`config.mk`:
```
export PLATFORM = sky130hd
export DESIGN_NAME = monitor_conditions
export DESIGN_NICKNAME = d
export VERILOG_FILES = /design/src/rtl/monitor_conditions.sv
export SDC_FILE = /design/constraint.sdc
export NUM_CORES = 1
export LEC_CHECK = 0
export ABC_AREA = 1
export ABC_CLOCK_PERIOD_IN_PS = 2700
export BUFFER_PORTS_ARGS = -buffer_cell sky130_fd_sc_hd__buf_2
export CORE_AREA = 2 2 59 44
export DETAILED_ROUTE_END_ITERATION = 16
export DIE_AREA = 0 0 61 46
export PLACE_DENSITY = 0.83
export SETUP_SLACK_MARGIN = 0.5
export SLEW_MARGIN = 5
export SYNTH_ARGS = -nofsm -noshare
export SYNTH_HDL_FRONTEND = slang
export SYNTH_SLANG_ARGS = --single-unit
```
`constraint.sdc`:
```
create_clock -name clk -period 2.7 [get_ports clk]
set_input_delay 0.27 -clock clk [delete_from_list [all_inputs] [get_ports clk]]
set_output_delay 0.27 -clock clk [all_outputs]
set_load 0.01 [all_outputs]
```
`src/rtl/monitor_conditions.sv`:
```
// Environmental condition monitor: registers per-channel out-of-range flags and
// filters them into a debounced alert with a saturating rising-edge counter.
module monitor_conditions #(
  parameter logic [7:0]  TEMP_MIN = 8'd5,
  parameter logic [7:0]  TEMP_MAX = 8'd45,
  parameter logic [7:0]  HUM_MAX  = 8'd85,
  parameter logic [15:0] PRES_MIN = 16'd950,
  parameter logic [15:0] PRES_MAX = 16'd1050,
  parameter int unsigned CONFIRM  = 3,
  parameter int unsigned CLEAR    = 3
) (
  input  logic        clk,
  input  logic        rst_n,
  input  logic [7:0]  temp,
  input  logic [7:0]  hum,
  input  logic [15:0] pres,
  output logic        alert,
  output logic        temp_fault,
  output logic        hum_fault,
  output logic        pres_fault,
  output logic [7:0]  alert_events
);

  // Reject nonsensical configurations at elaboration time.
  if (TEMP_MIN > TEMP_MAX) begin : gen_bad_temp
    $error("monitor_conditions: TEMP_MIN must not exceed TEMP_MAX");
  end
  if (PRES_MIN > PRES_MAX) begin : gen_bad_pres
    $error("monitor_conditions: PRES_MIN must not exceed PRES_MAX");
  end
  if (CONFIRM < 1 || CONFIRM > 15) begin : gen_bad_confirm
    $error("monitor_conditions: CONFIRM must be within 1..15");
  end
  if (CLEAR < 1 || CLEAR > 15) begin : gen_bad_clear
    $error("monitor_conditions: CLEAR must be within 1..15");
  end

  localparam logic [3:0] ConfirmLast = 4'(CONFIRM - 1);
  localparam logic [3:0] ClearLast   = 4'(CLEAR - 1);

  logic       temp_bad, hum_bad, pres_bad, any_bad;
  logic       temp_fault_q, hum_fault_q, pres_fault_q;
  logic       alert_d, alert_q;
  logic [3:0] cnt_d, cnt_q;
  logic [7:0] events_d, events_q;

  // Strict range checks; threshold-equal samples count as in range.
  always_comb begin
    temp_bad = (temp < TEMP_MIN) || (temp > TEMP_MAX);
    hum_bad  = (hum > HUM_MAX);
    pres_bad = (pres < PRES_MIN) || (pres > PRES_MAX);
    any_bad  = temp_fault_q || hum_fault_q || pres_fault_q;
  end

  // Persistence filter: count consecutive cycles that disagree with alert.
  always_comb begin
    alert_d  = alert_q;
    cnt_d    = 4'd0;
    events_d = events_q;
    if (!alert_q) begin
      if (any_bad) begin
        if (cnt_q == ConfirmLast) begin
          alert_d = 1'b1;
          if (events_q != 8'hFF) begin
            events_d = events_q + 8'd1;
          end
        end else begin
          cnt_d = cnt_q + 4'd1;
        end
      end
    end else begin
      if (!any_bad) begin
        if (cnt_q == ClearLast) begin
          alert_d = 1'b0;
        end else begin
          cnt_d = cnt_q + 4'd1;
        end
      end
    end
  end

  // State registers; reset discards all filter progress immediately.
  always_ff @(posedge clk or negedge rst_n) begin
    if (!rst_n) begin
      temp_fault_q <= 1'b0;
      hum_fault_q  <= 1'b0;
      pres_fault_q <= 1'b0;
      alert_q      <= 1'b0;
      cnt_q        <= 4'd0;
      events_q     <= 8'd0;
    end else begin
      temp_fault_q <= temp_bad;
      hum_fault_q  <= hum_bad;
      pres_fault_q <= pres_bad;
      alert_q      <= alert_d;
      cnt_q        <= cnt_d;
      events_q     <= events_d;
    end
  end

  assign alert        = alert_q;
  assign temp_fault   = temp_fault_q;
  assign hum_fault    = hum_fault_q;
  assign pres_fault   = pres_fault_q;
  assign alert_events = events_q;

endmodule

```
### After elaboration in Yosys (flattened, before gate mapping)

Cells that the tools add are included.
W data, S select, Z words.

* register bits: 16
* input bits: 34
* output and inout port bits: 12
* logic and storage cells: 30

* add/sub/neg operators: 2
* order comparisons: 5
* eq/ne operators: 2
* muxes and demuxes: 9
* bitwise logic cells: 1
* reduce and logical (&&, ||, !) cells: 5

Operators with widths (number)
* $gt A16 B11 Y1 const B: 1
* $lt A16 B10 Y1 const B: 1
* $mux W4: 4
* $add A8 B1 Y8 const B: 1
* $gt A8 B6 Y1 const B: 1
* $gt A8 B7 Y1 const B: 1
* $lt A8 B3 Y1 const B: 1
* $ne A8 B8 Y1 const B: 1
* $mux W1: 5
* $add A4 B1 Y4 const B: 1
* $eq A4 B2 Y1 const B: 1
* $logic_or A1 B1 Y1: 4
* $reduce_and A4 Y1: 1
* $not A1 Y1: 1

### Logic depth before layout (Yosys ltp)

Gate-level depths: netlist (run 1).

* depth after elaboration: 4
* depth in mapped cells: 8
* gate-level depth less buffers: 8

### Worst setup path before layout (run 1)

OpenSTA, ideal clock, no wires.

* kind: reg2reg
* start: register events_q[0] (netlist: alert_events[0])
* end: register events_q[5] (netlist: alert_events[5])
* library setup time: 0.065 ns
* arrival time: 1.198 ns
* data required time: 2.635 ns
* setup slack: 1.437 ns
* cell stages (with the launch flop): 9
* path buffers: 0
* period minus slack after synthesis: 1.263 ns
* path through: dfrtp_1 ha_1 nand3_2 inv_2 nand2_4 inv_1 nor2_1 nand2_1 nand2_1

* word-level cells in the longest chain between the ends: 2
* elaborated cells on any way between the ends: 3
* classes of those cells: add/sub: 1; eq/ne: 1; reduce/logical: 1

Ends and longest elaborated chain
* start: declaration: RTL line 45 `logic [7:0] events_d, events_q;`
* start signal: assignment: RTL line 97 `events_q <= events_d;`
* parallel branches: the longest is 2 deep, another holds $add A8 B1 Y8

Several ways; the timed one is not identified.
A chain may end at the register's enable or synchronous reset.

### Worst setup path in the final report (run 1)

* start: register events_q[0] (netlist: alert_events[0])
* end: register events_q[7] (netlist: alert_events[7])

The elaborated chain is that of the path after synthesis.

==> results of run 1 <==
## power groups by stage
| stage | Clock [µW] | Sequential (µW) | Combinational [µW] |
|---|---|---|---|
| 2_1_floorplan | 0 | 248 | 15.6 |
| 3_3_place_gp | 0 | 247 | 47.5 |
| 3_5_place_dp | 0 | 247 | 48.9 |
| 4_1_cts | 163 | 243 | 50.2 |
| 5_1_grt | 171 | 243 | 57.5 |
| 6_report | 155 | 242 | 49.2 |
## layout make-up
cell class	count	area (µm²)
fill	230	936
inverter	24	90.1
multi-input combinational	115	573
timing repair buffer	45	230
sequential	16	400
clock buffer	4	36.3
tap	34	42.5
## registers in the layout, summed over array words and instances (netlist names), named ones only
name and count:
hum_fault 1, cnt_q 4, pres_fault 1, alert_events 8, temp_fault 1
## cell families (layout without fill, tap and decap cells)
logic type               after synthesis  after routing  synth area share (%)
AND/OR/NAND/NOR                      101            101                  44.1
buffers and inverters                 24             73                  8.47
flip-flops                            16             16                  37.6
AO/OA/AOI/OAI                          8              8                  3.76
adder cells (fa/ha/maj)                3              3                  3.53
XOR/XNOR                               3              3                  2.47
## placed cells by master, fill, tap and decap left out, types with 2 or more instances in the layout
cell	instances
nand2_1	60
o21ai_0	6
nor2_1	15
ha_1	3
xor2_1	2
a21oi_1	2
inv_1	23
buf_2	44
nand3_1	11
dfrtp_1	16
nor3_1	4
nand3_2	2
clkbuf_4	3
## layer usage
metal  track usage [%]  up-vias  share of wire (%)
met4              3.91        0               0.37
li1                  -      571                  -
met3              5.40        2                6.3
met2              32.9       29                 49
met5                 0        -                  0
met1              22.0      470                 45
## final timing paths
kind                            startpoint               to  slack [ns]  depth (start not counted)
setup reg to reg           alert_events[0]  alert_events[7]        1.29                          8
min in group asynchronous            rst_n  alert_events[6]        0.42                          2
hold / removal                      hum[7]        hum_fault        0.17                          3
hold reg to reg                   cnt_q[0]         cnt_q[0]        0.50                          1
setup / recovery           alert_events[0]  alert_events[7]        1.29                          8
max in group asynchronous            rst_n       temp_fault        2.01                          2
## through the flow
stage	worst slack [ns]	instance area [µm²]	total power, µW	cells	utilization, %
floorplan	1.44	1060	264	155	-
global placement	1.32	1330	295	233	57.5
detailed placement	1.31	1330	296	233	57.5
CTS	1.28	1370	456	238	59.5
global route	1.15	1370	472	238	59.5
finish	1.29	1370	447	238	59.5
## tightest hold or removal path, delay by kind of cell
family,cells,cell delay (ns)
buf+inv,2,0.10
simple gates,1,0.05
## repair_timing
item / 4_1_cts / 5_1_grt
endpoints found under the hold margin: 16 / 0
buffers inserted: 0 / 0
hold buffers: 1 / 0
==> metrics.md, run 1 <==
| Metric | Value |
|---|---|
| Drt first pass iters | `4` |
| DR vias/cell | `4.50` |
| Yosys reg bits | `16` |
| Hold slack | `0.171 ns` |
| Setup crit start kind | `flip-flop` |
| Synth Area per Inst | `roughly 7 µm²` |
| Count leader, synth | `nand2_1` |
| Ys Warns | `0` |
| Power density cells | `325 mW/mm²` |
| CTS root buffer | `clkbuf_4` |
| Die width | `61 µm` |
| Antenna violations before repair | `0` |
| Ranking of synthesized cells by area | `dfrtp_1, nand2_1, inv_1, nor2_1, nand3_1` |
| Highest Clock Rate | `0.710 GHz` |
| # diodes | `0` |
| Starting DRC count in detailed routing | `31` |
| Final max-slew violation count | `0` |
| Mapped Nets | `between 150 and 200` |
| Worst Skew | `0.00731 ns` |
| Vias in the first global route | `about 960` |
| Share of Yosys cell area claimed by the top area cell type | `a little under two fifths` |
| Comb pwr share | `between 10% and 20%` |
| RSZ-0062 raised after global routing | `no` |
| Yosys cell types | `22` |
| CP required | `2.93 ns` |
| Clk sink count | `16` |
| Ys async rst share | `100%` |
| CTS Buf Count | `3` |
| Htree depth | `1` |
| Crit-path max cell delay | `~0.43 ns` |
| Share of cells above drive strength 1 | `28.4%` |
| Placer congestion estimate | `0.833` |
| Vias post-DR | `1,072` |
| Max-cap violations | `0` |
| Final Hold Vio Count | `0` |
| Critical path class | `flip-flop to flip-flop` |
| Fin nets | `242` |
| Most used cell, CP | `nand2_1` |
| Clock transition at path regs | `0.08 ns` |
| Register area share after synthesis | `37.6%` |
| CP endpoint kind | `flip-flop` |
| Syn Inst Count | `about 160` |
| Headroom to the max-slew limit | `76.4%` |
| CTS tree | `done` |
| Bufs and invs on worst path | `2` |
| First-pass GRT wire length | `3800 µm` |
| Final setup fails | `0` |
| Reg power frac | `around 54%` |
| Tcrit/Tclk final | `52.2%` |
| # port buffers | `44` |
| Die area | `0.00281 mm²` |
| Hold Path Class | `primary input to flip-flop` |
| Leak Pwr | `0.000782 µW` |
| Total grt overflow | `0` |
| Dpl hpwl | `around 1800 µm` |
| CP cell instances | `ha_1 > nand3_2 > inv_2 > nand2_4 > inv_1 > nor2_1 > nand2_1 > nand2_1` |
| Mapped cell area | `~0.0011 mm²` |
| Post-CTS sizing | `0` |
| Crit-path max FO | `7` |
| I/O Pins | `46` |
| Outcome | `finished clean` |
| Antenna-violating nets left | `0` |
| Final TNS setup | `0 ns` |
| DRC | `0` |
| Routed len/inst | `8.97 µm` |
| Pint | `350 µW` |
| Worst-Skew Late Latency | `roughly 0.29 ns` |
| Switching share of power | `21.7%` |
| List of most frequent post-synthesis cells | `nand2_1, inv_1, dfrtp_1` |
| Area grow syn2layout | `29.1%` |
| Core area | `approximately 0.0023 mm²` |
| GRT Util Overall | `18.4%` |
| Die Ht | `46 µm` |
| Clock power frac | `34.7%` |
| VDD IR max | `0.000214 V` |
| Top_reg_cell synth | `dfrtp_1` |
| Largest net degree at the start of global routing | `17` |
| Row count | `15` |
| CTS Buffer Depth | `2` |
| Switch Pwr | `97.1 µW` |
| Top cell type by total area after synthesis | `dfrtp_1` |
| Minimum clock period | `roughly 1.4 ns` |
| Largest delay share family, worst path | `simple AND/OR/NAND/NOR gates` |
| Worst-Margin Slew | `~0.35 ns` |
| Highest-delay cell along the critical path | `dfrtp_1` |
| Initial Util | `46.1%` |
| Arr. time, crit path | `about 1.6 ns` |
| Number of synthesized flops with an enable pin | `0` |
| Drt total wl | `2130 µm` |
Power figures use the tool's default switching activity.
==> inputs of run 2 (changes only) <==
Settings changed: ABC_AREA 1 to 0, ABC_CLOCK_PERIOD_IN_PS 2700 to 1400, CORE_AREA 2 2 59 44 to 2 2 56 42, DIE_AREA 0 0 61 46 to 0 0 58 44, PLACE_DENSITY 0.83 to 0.78.
Clock period 2.7 ns to 1.4 ns, I/O delays scaled along.
==> run 2 against run 1 <==
  * Highest routed layer unchanged
  * Wire length down 3.4%
  * The run now ends with setup timing left
  * Critical endpoint unchanged
  * Critical path depth down 2
  * Utilization up 10 points
==> metrics.md, run 2 <==
| Metric | Value |
|---|---|
| Outcome | `finished with violations` |
| Failing checks | `setup timing` |
| Setup slack at placement | `-0.478 ns` |
| Top_reg_cell synth | `dfrtp_1` |
| DP Cell Count | `about 160` |
| CTS root buffer | `clkbuf_4` |
| PnR worst setup slack | `-0.509 ns` |
| Die Ht | `between 40 and 50 µm` |
| Vias post-DR | `approximately 850` |
| Starting DRC count in detailed routing | `10` |
| RSZ-0062 raised after global routing | `yes` |
| End point of the critical path | `alert_events[7]` |
| Final cell count without fillers | `around 170` |
| Drt first pass iters | `4` |
| Tcrit/Tclk final | `136%` |
| Reg2reg path depth | `6` |
| Final Hold Vio Count | `0` |
| Max reg flops | `8` |
| Routed len/inst | `12.1 µm` |
| Worst-Skew Late Latency | `a little under 0.3 ns` |
| Largest net degree at the start of global routing | `17` |
| Core area | `0.00203 mm²` |
| Htree depth | `1` |
| Max-cap violations | `0` |
| Number of synthesized flops with an enable pin | `0` |
| GRT Util Overall | `around 17%` |
| Worst-Margin Slew | `0.337 ns` |
| Worst Skew | `between 0.01 and 0.015 ns` |
| CP Launch Point | `cnt_q[0]` |
| Largest delay share family, worst path | `simple AND/OR/NAND/NOR gates` |
| Dpl hpwl | `about 1500 µm` |
| Power density cells | `around 550 mW/mm²` |
| Share of Yosys cell area claimed by the top area cell type | `48.4%` |
| Crit path depth | `6` |
| Ys async rst share | `100%` |
| CP cell instances | `inv_2 > ha_4 > or3b_4 > a2111o_2 > nor4_4 > xor2_1` |
| Hold Path Class | `primary input to flip-flop` |
| Register area share after synthesis | `48.4%` |
| Final max-slew violation count | `0` |
| Worst reg2reg path endpoint | `alert_events[7]` |
| Crit-path max cell delay | `0.47 ns` |
| Area grow syn2layout | `71.3%` |
| Headroom to the max-slew limit | `77.5%` |
| Total grt overflow | `0` |
| I/O Pins | `46` |
| Antenna-violating nets left | `0` |
| Die width | `slightly below 60 µm` |
| Ranking of synthesized cells by area | `dfrtp_1, xnor2_1, ha_1, xor2_1, nor3_1` |
| Antenna violations before repair | `0` |
| CP required | `1.62 ns` |
| Minimum clock period | `1.91 ns` |
| Die area | `0.00255 mm²` |
| Row count | `14` |
| Beginning of the worst hold path | `hum[7]` |
| List of most frequent post-synthesis cells | `dfrtp_1, nor2_1, nand2_1, nor3_1, xnor2_1` |
| Critical path class | `flip-flop to flip-flop` |
| Bufs and invs on worst path | `1` |
| Yosys reg bits | `16` |
| Count leader, synth | `dfrtp_1` |
| Initial Util | `40.7%` |
| Highest-delay cell along the critical path | `a2111o_2` |
| Final setup fails | `12` |
| CTS tree | `done` |
| First-pass GRT wire length | `3170 µm` |
| RR Startpoint | `cnt_q[0]` |
| CTS Buf Count | `3` |
| Fin nets | `186` |
| CTS Buffer Depth | `2` |
| Vias in the first global route | `~800` |
| Mapped Nets | `117` |
| R2R setup slack | `-0.51 ns` |
| Crit-path max FO | `8` |
| Setup crit start kind | `flip-flop` |
| Top cell type by total area after synthesis | `dfrtp_1` |
| Commonest non-fill, non-tap cell in the layout | `buf_2` |
| Syn Inst Count | `80` |
| DRC | `0` |
| Ys Warns | `0` |
| Most frequent cells in the layout | `buf_2, buf_6, dfrtp_1, buf_4, nor2_1` |
| DR vias/cell | `4.99` |
| Clk sink count | `16` |
| Clock transition at path regs | `0.09 ns` |
| Highest Clock Rate | `0.524 GHz` |
| # port buffers | `44` |
| VDD IR max | `0.000456 V` |
| Synth Area per Inst | `just over 10 µm²` |
| # diodes | `0` |
| Yosys cell types | `27` |
| FILL cells | `~130` |
| CP endpoint kind | `flip-flop` |
| Share of cells above drive strength 1 | `roughly 56%` |
| Arr. time, crit path | `2.13 ns` |
| Mapped cell area | `around 830 µm²` |
| Placer congestion estimate | `0.765` |
| Leak Pwr | `0.000703 µW` |
| Drt total wl | `2060 µm` |
-- run 2: power by group --
part / leakage (µW) / switching, µW / internal (µW) / total (µW)
combinational: 0.000489 / 34.8 / 46.3 / 81.2
clock: 0.0000138 / 135 / 99.9 / 235
sequential: 0.000201 / 2.68 / 465 / 468
-- run 2: final cells by class --
| cell class | count | area, µm² | area share (%) |
|---|---|---|---|
| inverter | 4 | 15.0 | 1.06 |
| tap | 24 | 30.0 | 2.12 |
| clock buffer | 3 | 22.5 | 1.59 |
| timing repair buffer | 65 | 474 | 33.5 |
| multi-input combinational | 59 | 474 | 33.5 |
| sequential | 16 | 400 | 28.3 |
-- run 2: logic make-up (layout without fill, tap and decap cells) --
family / Yosys count / count (layout) / synth area share, %
compound gates: 12 / 12 / 9.08
xor+xnor: 10 / 10 / 10.6
fa+ha+maj: 3 / 3 / 4.54
buf+inv: 5 / 72 / 3.18
flops: 16 / 16 / 48.4
mux: 1 / 1 / 1.36
simple gates: 33 / 33 / 22.8
-- run 2: timing repair --
| action | 4_1_cts | 5_1_grt |
|---|---|---|
| hold buffers | 1 | 0 |
| resized for setup | 20 | 15 |
| gates cloned | 0 | 0 |
| setup buffers | 1 | 3 |
| hold endpoints to repair | 16 | 0 |
| pin swaps | 3 | 4 |
| setup endpoints to repair | 25 | 25 |
-- run 2: how the worst min path moves through the flow --
stage                                  to  depth (start not counted)
after floorplan                 async pin                          0
after global placement    alert_events[5]                          1
final                           hum_fault                          2
after global routing            hum_fault                          2
after detailed placement  alert_events[5]                          1
after CTS                       hum_fault                          2
-- run 2: per-layer routing --
layer  track usage [%]  routed length [µm]  up-vias
met5                 0                   0        -
met4              1.40                  23        0
met3              6.27                 159        4
met2              31.8                1070       44
met1              18.4                 814      390
li1                  -                   -      416
-- run 2: stage by stage --
stage                     cell area (µm²)  hold slack, ns  total power, µW  setup TNS (ns)  utilization, %
after global routing                 1420          0.0539              813           -4.75            69.7
after global placement               1190          0.0602              553           -2.83            58.7
after floorplan                       835          -0.156              496           -2.66               -
after CTS                            1330          0.0454              790           -3.37            65.4
final                                1420          0.0478              784           -4.19            69.7
after detailed placement             1190          0.0655              558           -3.28            58.7
==> inputs of run 3 (changes only) <==
Settings changed: ABC_AREA 0 to 1, CORE_AREA 2 2 56 42 to 2 2 60 45, CTS_CLUSTER_SIZE from default to 14, DIE_AREA 0 0 58 44 to 0 0 62 47, PLACE_DENSITY 0.78 to 0.81.
==> run 3 against run 2 <==
  * The run now ends clean
  * First-iteration DRC count grew to 4.5 times the previous value
  * Die area grew 14%
  * Worst hold slack lost 0.013 ns
==> metrics.md, run 3 (synthesis gave the netlist of run 1 again) <==
| Metric | Value |
|---|---|
| Worst Hold Path EP | `hum_fault` |
| Leak Pwr | `0.000865 µW` |
| CTS Buffer Depth | `2` |
| Starting DRC count in detailed routing | `45` |
| Vias post-DR | `1,121` |
| Share of cells above drive strength 1 | `39.4%` |
| CTS tree | `done` |
| Antenna-violating nets left | `0` |
| Max reg flops | `8` |
| Drt first pass iters | `4` |
| Area grow syn2layout | `47.3%` |
| Max-cap violations | `0` |
| Worst Skew | `0.000893 ns` |
| DR vias/cell | `~4.5` |
| Clk sink count | `16` |
| Vias in the first global route | `about 960` |
| Commonest non-fill, non-tap cell in the layout | `nand2_1` |
| Final TNS setup | `0 ns` |
| Critical path class | `flip-flop to flip-flop` |
| CP endpoint kind | `flip-flop` |
| CP cell instances | `ha_2 > nand3_2 > inv_2 > nand2_4 > nand3_4 > nand2_1 > nand2_1` |
| Worst reg2reg path endpoint | `alert_events[3]` |
| Initial Util | `between 40 and 50%` |
| Row count | `15` |
| Final max-slew violation count | `0` |
| First-pass GRT wire length | `3860 µm` |
| DRC | `0` |
| Drt total wl | `~2400 µm` |
| Worst-Skew Late Latency | `0.28 ns` |
| Clock power frac | `between 30% and 40%` |
| Headroom to the max-slew limit | `76.5%` |
| Final setup fails | `0` |
| CTS root buffer | `clkbuf_4` |
| Setup crit start kind | `flip-flop` |
| Arr. time, crit path | `1.44 ns` |
| Die width | `62 µm` |
| Dpl hpwl | `1680 µm` |
| Final Hold Vio Count | `0` |
| RSZ-0062 raised after global routing | `yes` |
| Highest Clock Rate | `a little under 0.8 GHz` |
| Clock transition at path regs | `0.09 ns` |
| I/O Pins | `46` |
| Total grt overflow | `0` |
| Most used cell, CP | `nand2_1` |
| Reg2reg path depth | `7` |
| Fin util | `66.8%` |
| Switching share of power | `21.5%` |
| CP required | `1.57 ns` |
| Routed len/inst | `9.66 µm` |
| Outcome | `finished clean` |
| Pint | `675 µW` |
| Highest-delay cell along the critical path | `dfrtp_1` |
| Antenna violations before repair | `0` |
| Largest net degree at the start of global routing | `17` |
| # diodes | `0` |
| Core area | `0.00235 mm²` |
| RR Startpoint | `alert_events[1]` |
| GRT Util Overall | `17.9%` |
| Hold Path Class | `primary input to flip-flop` |
| Beginning of the worst hold path | `hum[7]` |
| Die area | `~0.0029 mm²` |
| Most frequent cells in the layout | `nand2_1, buf_2, inv_1, nor2_1, dfrtp_1` |
| Htree depth | `1` |
| VDD IR max | `0.000413 V` |
| Die Ht | `roughly 47 µm` |
| WHS Path Cells | `3` |
| R2R setup slack | `0.13 ns` |
| Power density cells | `549 mW/mm²` |
| Fin nets | `254` |
| Worst-Margin Slew | `0.352 ns` |
| Switch Pwr | `between 150 and 200 µW` |
| Placer congestion estimate | `between 0.8 and 0.9` |
| Crit-path max FO | `8` |
| Minimum clock period | `1.27 ns` |
| Tcrit/Tclk final | `roughly nine tenths` |
| Crit-path max cell delay | `between 0.4 and 0.5 ns` |
| # port buffers | `44` |
| CTS Buf Count | `3` |
| Reg power frac | `between 50% and 60%` |
| Comb pwr share | `11.2%` |
## run 3: cell count changes in the layout (fill, tap and decap cells not counted), sizes merged, moves of 2 or more
cell and change:
nand2 +56, xor2 -2, nor2 +11, nand3 +10
buf -8, xnor2 -5, inv +20, nor3 -2
## run 3: how the worst max path moves through the flow
stage,cells after the start,endpoint,start
2_1_floorplan,8,alert_events[5],alert_events[1]
3_3_place_gp,8,alert_events[0],cnt_q[0]
3_5_place_dp,8,alert_events[3],cnt_q[0]
4_1_cts,8,alert_events[3],cnt_q[0]
5_1_grt,8,alert_events[7],cnt_q[0]
6_report,7,alert_events[3],alert_events[1]
## run 3: through the flow
step	instance area (µm²)	std cells	power (µW)	setup WS, ns	hold slack, ns
2_1_floorplan	1080	155	509	0.198	-0.156
3_3_place_gp	1340	233	569	0.104	0.0679
3_5_place_dp	1340	233	571	0.0645	0.0727
4_1_cts	1470	245	875	0.113	0.0240
5_1_grt	1570	250	904	0.0449	0.0428
6_report	1570	250	860	0.126	0.0348
## run 3: critical path, delay by kind of cell (launching register included)
family	cells	cell delay, ns
adder cells (fa/ha/maj)	1	0.21
buffers and inverters	1	0.05
AND/OR/NAND/NOR	5	0.48
flip-flops	1	0.42
## run 3: metal layers
metal | global-route usage (%) | up-vias | wire length, µm
met2 | 31.7 | 23 | 1220
met4 | 2.55 | 0 | 20
met1 | 22.8 | 492 | 1090
li1 | - | 604 | -
met5 | 0 | - | 0
met3 | 4.41 | 2 | 89
## run 3: power groups by stage
stage | combinational (µW) | clock, µW | sequential (µW)
finish | 95.8 | 295 | 468
global route | 114 | 322 | 469
CTS | 96.4 | 311 | 468
detailed placement | 93.8 | 0 | 477
global placement | 92.2 | 0 | 477
floorplan | 30.4 | 0 | 479
## run 3: layout make-up
cell class,count,area [µm²]
fillers,221,779
multi-input cells,115,636
flip-flops and latches,16,404
repair buffers,57,355
inverters,24,92.6
well taps,34,42.5
clock buffers,4,36.3
## run 3: repair_timing
item / in CTS / in global routing
pin swaps: 6 / 8
hold endpoints to repair: 16 / 0
endpoints found under the setup margin: 25 / 25
buffers inserted: 7 / 5
resized for setup: 10 / 13
hold buffers: 1 / 0
